File: config.mk
export PLATFORM = sky130hd
export DESIGN_NAME = clkdiv_multi
export DESIGN_NICKNAME = d
export VERILOG_FILES = /design/src/rtl/clkdiv_multi.sv
export SDC_FILE = /design/constraint.sdc
export NUM_CORES = 1
export LEC_CHECK = 0
export ABC_AREA = 1
export CAP_MARGIN = 10
export CORE_MARGIN = 8
export CORE_UTILIZATION = 25
export DETAILED_ROUTE_END_ITERATION = 10
export REMOVE_ABC_BUFFERS = 1
export SLEW_MARGIN = 20
export SYNTH_ARGS = -nofsm -noshare
export SYNTH_HDL_FRONTEND = slang
export SYNTH_SLANG_ARGS = --single-unit
File: constraint.sdc
create_clock -name clk -period 2.9 [get_ports clk]
set_input_delay 0.58 -clock clk [delete_from_list [all_inputs] [get_ports clk]]
set_output_delay 0.58 -clock clk [all_outputs]
set_load 0.03 [all_outputs]
File: src/rtl/clkdiv_multi.sv
// clkdiv_multi: N_CH programmable divided-clock / tick generator.
// Define CLKDIV_MULTI_IMM_LOAD_EN for loads that restart the channel at once.
module clkdiv_multi #(
    parameter int N_CH     = 4,
    parameter int CNT_W    = 28,
    parameter int DEF_DIV  = 100_000_000,
    parameter int DEF_HIGH = DEF_DIV / 2,
    localparam int CH_W    = (N_CH > 1) ? $clog2(N_CH) : 1
) (
    input  logic             clk,
    input  logic             reset,
    input  logic [N_CH-1:0]  en,
    input  logic             sync,
    input  logic             load,
    input  logic [CH_W-1:0]  load_ch,
    input  logic [CNT_W-1:0] load_div,
    input  logic [CNT_W-1:0] load_high,
    output logic [N_CH-1:0]  outclk,
    output logic [N_CH-1:0]  tick,
    output logic             load_err
);

    localparam logic [CNT_W-1:0] DIV_RST  = CNT_W'(DEF_DIV);
    localparam logic [CNT_W-1:0] HIGH_RST = CNT_W'(DEF_HIGH);

    logic ch_ok;
    logic load_ok;

    assign ch_ok   = 32'(load_ch) < 32'(N_CH);
    assign load_ok = load && ch_ok && (load_div >= CNT_W'(2));

    // Flag a rejected load for exactly one cycle.
    always_ff @(posedge clk) begin
        if (reset) begin
            load_err <= 1'b0;
        end else begin
            load_err <= load && !load_ok;
        end
    end

    for (genvar c = 0; c < N_CH; c++) begin : g_ch
        logic [CNT_W-1:0] det;
        logic [CNT_W-1:0] div_a;
        logic [CNT_W-1:0] high_a;
        logic             hit;
        logic             wrap;
        logic             restart;
        logic             oc;
        logic             tk;

        assign hit     = load_ok && (load_ch == CH_W'(c));
        assign wrap    = det >= (div_a - CNT_W'(1));
        assign restart = !en[c] || sync;

`ifdef CLKDIV_MULTI_IMM_LOAD_EN
        // Accepted loads take over the channel now and restart its period.
        always_ff @(posedge clk) begin
            if (reset) begin
                det    <= '0;
                div_a  <= DIV_RST;
                high_a <= HIGH_RST;
            end else if (hit) begin
                det    <= '0;
                div_a  <= load_div;
                high_a <= load_high;
            end else if (restart || wrap) begin
                det <= '0;
            end else begin
                det <= det + CNT_W'(1);
            end
        end
`else
        logic [CNT_W-1:0] div_p;
        logic [CNT_W-1:0] high_p;
        logic             pend;
        logic             apply;

        // A period boundary (wrap, sync or idle) is where settings switch.
        assign apply = (restart || wrap) && (hit || pend);

        // Count within the period; swap in pending settings at a boundary.
        always_ff @(posedge clk) begin
            if (reset) begin
                det    <= '0;
                div_a  <= DIV_RST;
                high_a <= HIGH_RST;
                div_p  <= DIV_RST;
                high_p <= HIGH_RST;
                pend   <= 1'b0;
            end else begin
                if (restart || wrap) begin
                    det <= '0;
                end else begin
                    det <= det + CNT_W'(1);
                end
                if (hit) begin
                    div_p  <= load_div;
                    high_p <= load_high;
                end
                if (apply) begin
                    div_a  <= hit ? load_div : div_p;
                    high_a <= hit ? load_high : high_p;
                    pend   <= 1'b0;
                end else if (hit) begin
                    pend <= 1'b1;
                end
            end
        end
`endif

        // Register the channel outputs from the current count.
        always_ff @(posedge clk) begin
            if (reset) begin
                oc <= 1'b0;
                tk <= 1'b0;
            end else begin
                oc <= en[c] && (det < high_a);
                tk <= en[c] && (det == '0);
            end
        end

        assign outclk[c] = oc;
        assign tick[c]   = tk;
    end

endmodule

# [Yosys cells after proc, flatten, opt, wreduce, memory -nomap -nowiden]
# Index checks and enable logic that the tools add are counted.
[totals] reg_bits=573 out_inout_bits=9 inputBits=66 word_cells=109
[op_classes] order_cmp=9 n_eq_ne=3 muxes=8 reduce_logical=48 n_addsub=8
[op_table] op="two-way mux 28 bit" count=8
[op_table] op="adder 28 x 1 -> 28 bit (second input constant)" count=4
[op_table] op=">= comparator 28 bit" count=4
[op_table] op="logical NOT 28 bit" count=4
[op_table] op="less-than comparator 28 bit" count=4
[op_table] op="subtractor 28 x 1 -> 28 bit (second input constant)" count=4
[op_table] op=">= comparator 28 x 2 -> 1 bit (second input constant)" count=1
[op_table] op="logical AND 1 bit" count=18
[op_table] op="OR reduction 2 bit" count=8
[op_table] op="logical OR 1 bit" count=12
[op_table] op="logical NOT 1 bit" count=5
[op_table] op="equality test 2 bit (second input constant)" count=2
[op_table] op="equality test 2 x 1 -> 1 bit (second input constant)" count=1
[op_table] op="logical NOT 2 bit" count=1

# [Longest topological paths before layout]
# Gate-level depths: netlist (run 1).
[logic_depth] word_depth=6 mapped_depth=25 mapped_depth_nobuf=24

# [Least setup slack after synthesis (run 1)]
# Ideal clock, no wire load.
[synth_timing] path_kind="register to register" startpoint="register g_ch[1].div_a[9]" endpoint="register g_ch[1].div_a[10]" n_path_buf=1 path_stages_with_launch=22 t_arrival_ns=2.920 setup_ns=0.115 path_slack_ns=-0.135 required_ns=2.785 period_less_slack_ns=3.035 path_cell_list="dfxtp_1 -> or2_2 -> nor2_1 -> nand2_1 -> nor2_1 -> nand2_1 -> nor2_1 -> nand3_1 -> xor2_1 -> ha_1 -> nand2_1 -> nor2_1 -> nand2_1 -> nor2_1 -> nand2_1 -> nand2_1 -> nor2_1 -> nand2_1 -> clkbuf_1 -> nand3_1 -> nand2_1 -> nor2_1"
[synth_via] elab_chain_len=4
[synth_lines] element="start: declaration" line_no="43" rtl="logic [CNT_W-1:0] div_a;"
[synth_lines] element="start signal: assignment" line_no="101" rtl="div_a <= hit ? load_div : div_p;"
[synth_lines] element="subtractor 28 x 1 -> 28 bit" line_no="52" rtl="assign wrap = det >= (div_a - CNT_W'(1));"
[synth_lines] element=">= comparator 28 bit" line_no="52"
[synth_lines] element="logical OR 1 bit" line_no="79" rtl="assign apply = (restart || wrap) && (hit || pend);"
[synth_lines] element="logical AND 1 bit" line_no="79"
# No other way between the ends.
# A chain may end at the register's enable or synchronous reset.

# [Worst setup path in the final report (run 1)]
[layout_timing] startpoint="register g_ch[3].div_a[2]" endpoint="register g_ch[3].div_a[14]"
[layout_via] elab_chain_len=4
[layout_lines] element="start: declaration" line_no="43"
[layout_lines] element="start signal: assignment" line_no="101"
[layout_lines] element="subtractor 28 x 1 -> 28 bit" line_no="52"
[layout_lines] element=">= comparator 28 bit" line_no="52"
[layout_lines] element="logical OR 1 bit" line_no="79"
[layout_lines] element="logical AND 1 bit" line_no="79"
# No other way between the ends.

==> flow_summary.yaml, run 1 <==
power:
  pwr-share-comb_pct: 17.5
  ir_drop_mv: 0.330
  clock_power_share_pct: 41.7
  total_power_mw: 20.7
  p_switching_mw: 5.92
  powerDensity_nw_per_um2: 475
  seqPwrFrac_pct: 40.8
  p_sw_share_pct: 28.6
  leakagePower_nw: 19.7
  p_int_mw: 14.8
sta:
  skew_ns: 0.0194
  setup_viol: 340
  fin_crit_sh_pct: 110
  fmax_ghz: 0.313
  fin_tns_setup_ns: -58.94
  whs_ns: 0.453
  final.min_clock_period_ns: 3.20
  tightest_slew_ns: 0.802
  relSlewSlack_pct: 46.4
  drv_slew: 0
  rsz0062_at_grt: "true"
  setup_ws_ns: -0.296
  hold_violations: 0
critical_path:
  worstPathRequired_ns: 3.38
  max_stage_delay_ns: 0.36
  cpMaxStageDelayCell: "dfxtp_4"
  cp_common_cell: "nor2_4"
  crit_type: "flip-flop to flip-flop"
  crit_fanout: 7
  path_cells: "nor2_4, nand2_2, nor2_4, nand2_2, nor2_4, buf_6, nand4_1, buf_4, xor2_1, ha_1, nand2_1, a21oi_1, nor2_2, a21oi_2, nor2_4, buf_12, nand2_8, nand2_8, buf_12, nand2_1, nand3_1"
  cp_data_arrival_time_ns: 3.68
  setup.worst_path.start_class: "flip-flop"
  endpoint_kind: "flip-flop"
drt:
  drt_first_pass_iters: 7
  wirelength_um: 115000
  viasPerCell: 4.82
  drc: 0
  post_drt_wl_per_cell_um: 17.1
  drt-initial-drc-count: 2667
  via_count: 32500
  ant_nets: 0
logic_synthesis:
  avgSynthCellArea_um2: 6.87
  ys_ff_latch: 573
  synth_top_area_share_pct: 36.0
  yosys_warnings: 0
  synth_edf_count: 0
  ys_top_cells_by_count: "nand2_1 (1082), dfxtp_1 (573), inv_1 (555)"
  ys_seq_area_share_pct: 36.0
  synthCells: 4632
  async_flop_share_pct: 0
  yosysTopAreaCell: "dfxtp_1"
  synth_ff_type: "dfxtp_1"
  synth.distinct_cells: 36
  yosysMostFrequentCell: "nand2_1"
  syn_area_um2: 31800
  synth.area.top_cells: "dfxtp_1 (36%), nand2_1 (13%), ha_1 (9.1%)"
global_routing:
  grt_max_degree: 101
  grt_pass1_vias: 30300
  grt-ovfl-total: 0
  grt_usage_pct: 15.4
  grt_pass1_wl_um: 174000
  antenna_found_initial: 5
floorplan:
  start_util_pct: 25.1
  die_w_um: 373
  die_h_um: 373
  die_area_um2: 139000
  rows: 131
  pin_count: 75
  coreArea_um2: 127000
cts:
  cts_buffers: 67
  cts.reportedPaths.clkPinSlew_ns: 0.06
  root_buffer: "clkbuf_16"
  cts_tree: "done"
  hold_buffers: 0
  clkLatencyLatePin_ns: 0.62
  cts_buffer_depth: 3
  h-tree-depth: 3
  cts_sinks: 573
finish:
  nets: 5330
  finish.instance_area_um2: 43700
  instances_no_fill: 6754
  fin_util_pct: 34.4
  syn_to_final_growth_pct: 37.3
  fillers: 13000
  layout-drive-gt1-share_pct: 22.7
place:
  gp_congestion: 0.899
  pre_cts_slack_ns: -0.359
  placed_area_um2: 36900
  port_buffers: 74
  dpl.hpwl_um: 77100
  dp.cells: 6511
min_path:
  hold_class: "flip-flop to flip-flop"
outcome:
  violations: "negative setup slack"
  status: "finished, violations left"
run:
  maxCapViolations: 0
## power groups by stage
stage                     Clock [mW]  Combinational (mW)  Sequential [mW]
after CTS                       8.79                3.26             8.44
final                           8.65                3.63             8.46
after detailed placement           0                2.85             8.60
after global placement             0                2.80             8.59
after floorplan                    0                1.50             8.56
after global routing            9.13                3.96             8.50
## cell usage in the layout (no fill, tap or decap), types with 10 or more instances in the layout
master / synthesis / final
nand2_1: 1082 / 949
buf_12: 0 / 51
xnor2_1: 39 / 38
nand4_1: 294 / 294
nand2_2: 4 / 83
buf_8: 0 / 10
nor3_1: 60 / 47
inv_2: 1 / 11
a21oi_2: 0 / 96
nor2_1: 531 / 462
clkdlybuf4s50_1: 0 / 72
nor4_1: 39 / 34
nor2_4: 2 / 36
dfxtp_1: 573 / 555
nand3_1: 464 / 325
clkbuf_8: 0 / 13
nand2_4: 0 / 48
or2_2: 27 / 26
nor3_2: 3 / 11
xor2_1: 98 / 95
nor2_2: 3 / 38
buf_16: 0 / 24
a21oi_1: 303 / 200
clkbuf_16: 0 / 88
clkbuf_1: 103 / 18
inv_1: 555 / 542
nand3_4: 1 / 14
buf_6: 9 / 26
o21ai_0: 48 / 42
nand3_2: 3 / 129
ha_1: 232 / 223
dfxtp_2: 0 / 11
buf_4: 18 / 363
## worst paths after layout
check	startpoint	end	slack (ns)	cells after the start
worst max-delay path	g_ch[3].div_a[2]$_SDFFE_PP0P_	g_ch[3].div_a[14]$_SDFFE_PP1P_	-0.30	21
worst min-delay path	g_ch[3].high_p[23]$_SDFF_PP1_	g_ch[3].high_p[23]$_SDFF_PP1_	0.45	2
worst max register to register	g_ch[3].div_a[2]$_SDFFE_PP0P_	g_ch[3].div_a[14]$_SDFFE_PP1P_	-0.30	21
worst min register to register	g_ch[3].high_p[23]$_SDFF_PP1_	g_ch[3].high_p[23]$_SDFF_PP1_	0.45	2
## per-layer routing
| layer | global-route usage, % | share of wire (%) | wire length, um | vias to the layer above |
|---|---|---|---|---|
| met5 | 0 | 0 | 0 | - |
| met2 | 24.5 | 45 | 52100 | 976 |
| met1 | 20.9 | 44 | 51300 | 15400 |
| met3 | 2.54 | 6.8 | 7830 | 200 |
| li1 | - | - | - | 16000 |
| met4 | 5.67 | 3.6 | 4140 | 0 |
## cell type report
type | instances | area [um2] | share of cell area (%)
clock inverters | 24 | 250 | 0.573
multi-input cells | 3269 | 19700 | 45.1
diodes | 5 | 12.5 | 0.0286
well taps | 1662 | 2080 | 4.76
flip-flops and latches | 573 | 11500 | 26.3
inverters | 556 | 2100 | 4.80
clock buffers | 100 | 1970 | 4.51
repair buffers | 565 | 6050 | 13.8
## flip-flops by register name, indices dropped and copies added (netlist names), 4 cells and up
signal       flops
g_ch.det       112
g_ch.div_a     112
g_ch.div_p     112
g_ch.high_a    112
g_ch.high_p    112
g_ch.oc          4
g_ch.pend        4
g_ch.tk          4
## critical path, delay by kind of cell, from the launching register on
kind                     cells  cell delay, ns
buffers and inverters        4            0.63
flip-flops                   1            0.36
XOR/XNOR                     1            0.16
adder cells (fa/ha/maj)      1            0.32
AND/OR/NAND/NOR             13            1.24
AO/OA/AOI/OAI                2            0.32
## cells by family after synthesis
logic type / Yosys count / share of synthesized area, %
adder cells (fa/ha/maj): 232 / 9.12
flip-flops: 573 / 36.0
AND/OR/NAND/NOR: 2526 / 35.1
XOR/XNOR: 137 / 3.77
buffers and inverters: 792 / 9.99
AO/OA/AOI/OAI: 372 / 6.00
## timing repair
item                                    in CTS  in global routing
endpoints found under the setup margin     340                340
pin swaps                                  106                141
buffers inserted                            43                 29
hold endpoints to repair                     0                  0
gates resized for setup                    332                399
gates cloned                                30                 24
No activity file was read; power rests on OpenSTA's default activity.
==> inputs of run 2 (changes only) <==
- clock period: 2.9 -> 4.02 ns (I/O delays scaled with it)
==> run 2 against run 1 <==
  * The flow now finishes without violations
  * First-iteration DRC count fell by 4.1%
  * Via count fell by 8.6%
  * Wire length fell by 11%
  * Die area did not move
  * Highest routed layer unchanged
==> flow_summary.yaml, run 2 (synthesis gave the netlist of run 1 again) <==
floorplan:
  rows: 131
  coreArea_um2: 127000
  die_h_um: 373
  die_area_um2: 139000
  die_w_um: 373
  start_util_pct: 25.1
  pin_count: 75
sta:
  whs_ns: 0.447
  setup_ws_ns: 0.415
  rsz0062_at_grt: "false"
  fmax_ghz: 0.277
  tightest_slew_ns: 1.13
  fin_tns_setup_ns: 0
  skew_ns: 0.0259
  relSlewSlack_pct: 24.5
  hold_violations: 0
  fin_crit_sh_pct: 89.7
  setup_viol: 0
  final.min_clock_period_ns: 3.61
  drv_slew: 0
place:
  port_buffers: 74
  dpl.hpwl_um: 72200
  gp_congestion: 0.882
  pre_cts_slack_ns: 0.0673
  placed_area_um2: 34400
outcome:
  status: "completed"
cts:
  cts_buffer_depth: 3
  root_buffer: "clkbuf_16"
  cts.reportedPaths.clkPinSlew_ns: 0.06
  cts_tree: "done"
  cts_buffers: 68
  h-tree-depth: 3
  postCtsSetupBuffers: 0
  clkLatencyLatePin_ns: 0.61
  hold_buffers: 0
  cts_sinks: 573
drt:
  drt_first_pass_iters: 5
  viasPerCell: 4.70
  post_drt_wl_per_cell_um: 16.2
  drc: 0
  via_count: 29700
  drt-initial-drc-count: 2557
  ant_nets: 0
  wirelength_um: 103000
global_routing:
  grt_max_degree: 106
  grt_usage_pct: 14.1
  grt_pass1_wl_um: 159000
  grt-ovfl-total: 0
  grt_pass1_vias: 27100
  antenna_found_initial: 6
critical_path:
  max_stage_delay_ns: 0.35
  cpMaxStageDelayCell: "dfxtp_1"
  startpoint: "g_ch[0].div_a[0]$_SDFFE_PP0P_"
  cp_common_cell: "nand2_1"
  r2r-start: "g_ch[0].div_a[0]$_SDFFE_PP0P_"
  cp_data_arrival_time_ns: 4.08
  path_cells: "inv_1, ha_1, nand2_1, nor2_2, nand2_1, nor3_2, nand3_1, nor2_1, xor2_1, inv_1, ha_1, nand2_1, inv_1, nand3_1, nor3_1, nand2_1, nand2_2, nand2_1, buf_4, nand2_1, nand3_1"
  worstPathRequired_ns: 4.50
  crit_fanout: 13
  setup.worst_path.start_class: "flip-flop"
  crit_type: "flip-flop to flip-flop"
  endpoint_kind: "flip-flop"
min_path:
  worstHoldStart: "g_ch[3].high_p[23]$_SDFF_PP1_"
  hold_class: "flip-flop to flip-flop"
finish:
  nets: 4914
  layout-drive-gt1-share_pct: 5.10
  mostFrequentLayoutCells: "nand2_1 (1076), dfxtp_1 (573), inv_1 (554), nor2_1 (528), nand3_1 (462)"
  syn_to_final_growth_pct: 15.3
  layout_commonest_cell: "nand2_1"
  finish.instance_area_um2: 36700
power:
  powerDensity_nw_per_um2: 389
  ir_drop_mv: 0.232
  leakagePower_nw: 16.8
  total_power_mw: 14.3
run:
  maxCapViolations: 0
run 2: cell types whose count changed in the layout (fill, tap and decap cells not counted), sizes merged:
| cell | delta |
|---|---|
| buf | -396 |
| clkbuf | -26 |
| bufinv | +6 |
| diode | -3 |
| clkinv | -2 |
| inv | -2 |
| nand2 | -2 |
| clkinvlp | -1 |
run 2: cell type report:
class,count,area (um2)
multi-input combinational,3267,17200
fill,13800,90300
tap,1662,2080
clock inverter,25,369
timing repair buffer,150,1530
antenna,2,5.00
inverter,556,2090
clock buffer,93,1920
sequential,573,11500
run 2: metal layers:
layer | part of all wire, % | wire, um | track usage [%]
met3 | 6.0 | 6170 | 2.43
met5 | 0 | 0 | 0
met2 | 43 | 44600 | 22.0
met4 | 3.2 | 3230 | 4.24
met1 | 47 | 48600 | 19.8
run 2: worst max-delay path, delay by kind of cell (launching register included):
| family | cells | cell delay [ns] |
|---|---|---|
| xor gates and xnor gates | 1 | 0.18 |
| adders and majority gates | 2 | 0.51 |
| buffers and inverters | 4 | 0.49 |
| DFF | 1 | 0.35 |
| and+or+nand+nor | 14 | 1.94 |
run 2: per-stage QoR:
stage | instances | util [%]
after CTS | 6326 | 28.9
after floorplan | 4396 | -
after global placement | 6208 | 27.1
after global routing | 6326 | 28.9
final | 6328 | 28.9
after detailed placement | 6208 | 27.1
run 2: report_power, final:
group	switching (mW)	leakage [nW]	internal (mW)	total (mW)
combinational	1.16	11.0	0.592	1.75
sequential	0.160	4.68	5.94	6.10
clock	2.52	1.12	3.91	6.43
run 2: worst paths after layout:
path | end | cells past startpoint | slack (ns)
setup / recovery | g_ch[0].div_a[23]$_SDFFE_PP1P_ | 21 | 0.41
hold / removal | g_ch[3].high_p[23]$_SDFF_PP1_ | 2 | 0.45
setup reg to reg | g_ch[0].div_a[23]$_SDFFE_PP1P_ | 21 | 0.41
hold reg to reg | g_ch[3].high_p[23]$_SDFF_PP1_ | 2 | 0.45
run 2: repair_timing:
| action | in CTS | in global routing |
|---|---|---|
| hold endpoints to repair | 0 | 0 |
| gates resized for setup | 0 | 3 |
| endpoints found under the setup margin | 0 | 69 |
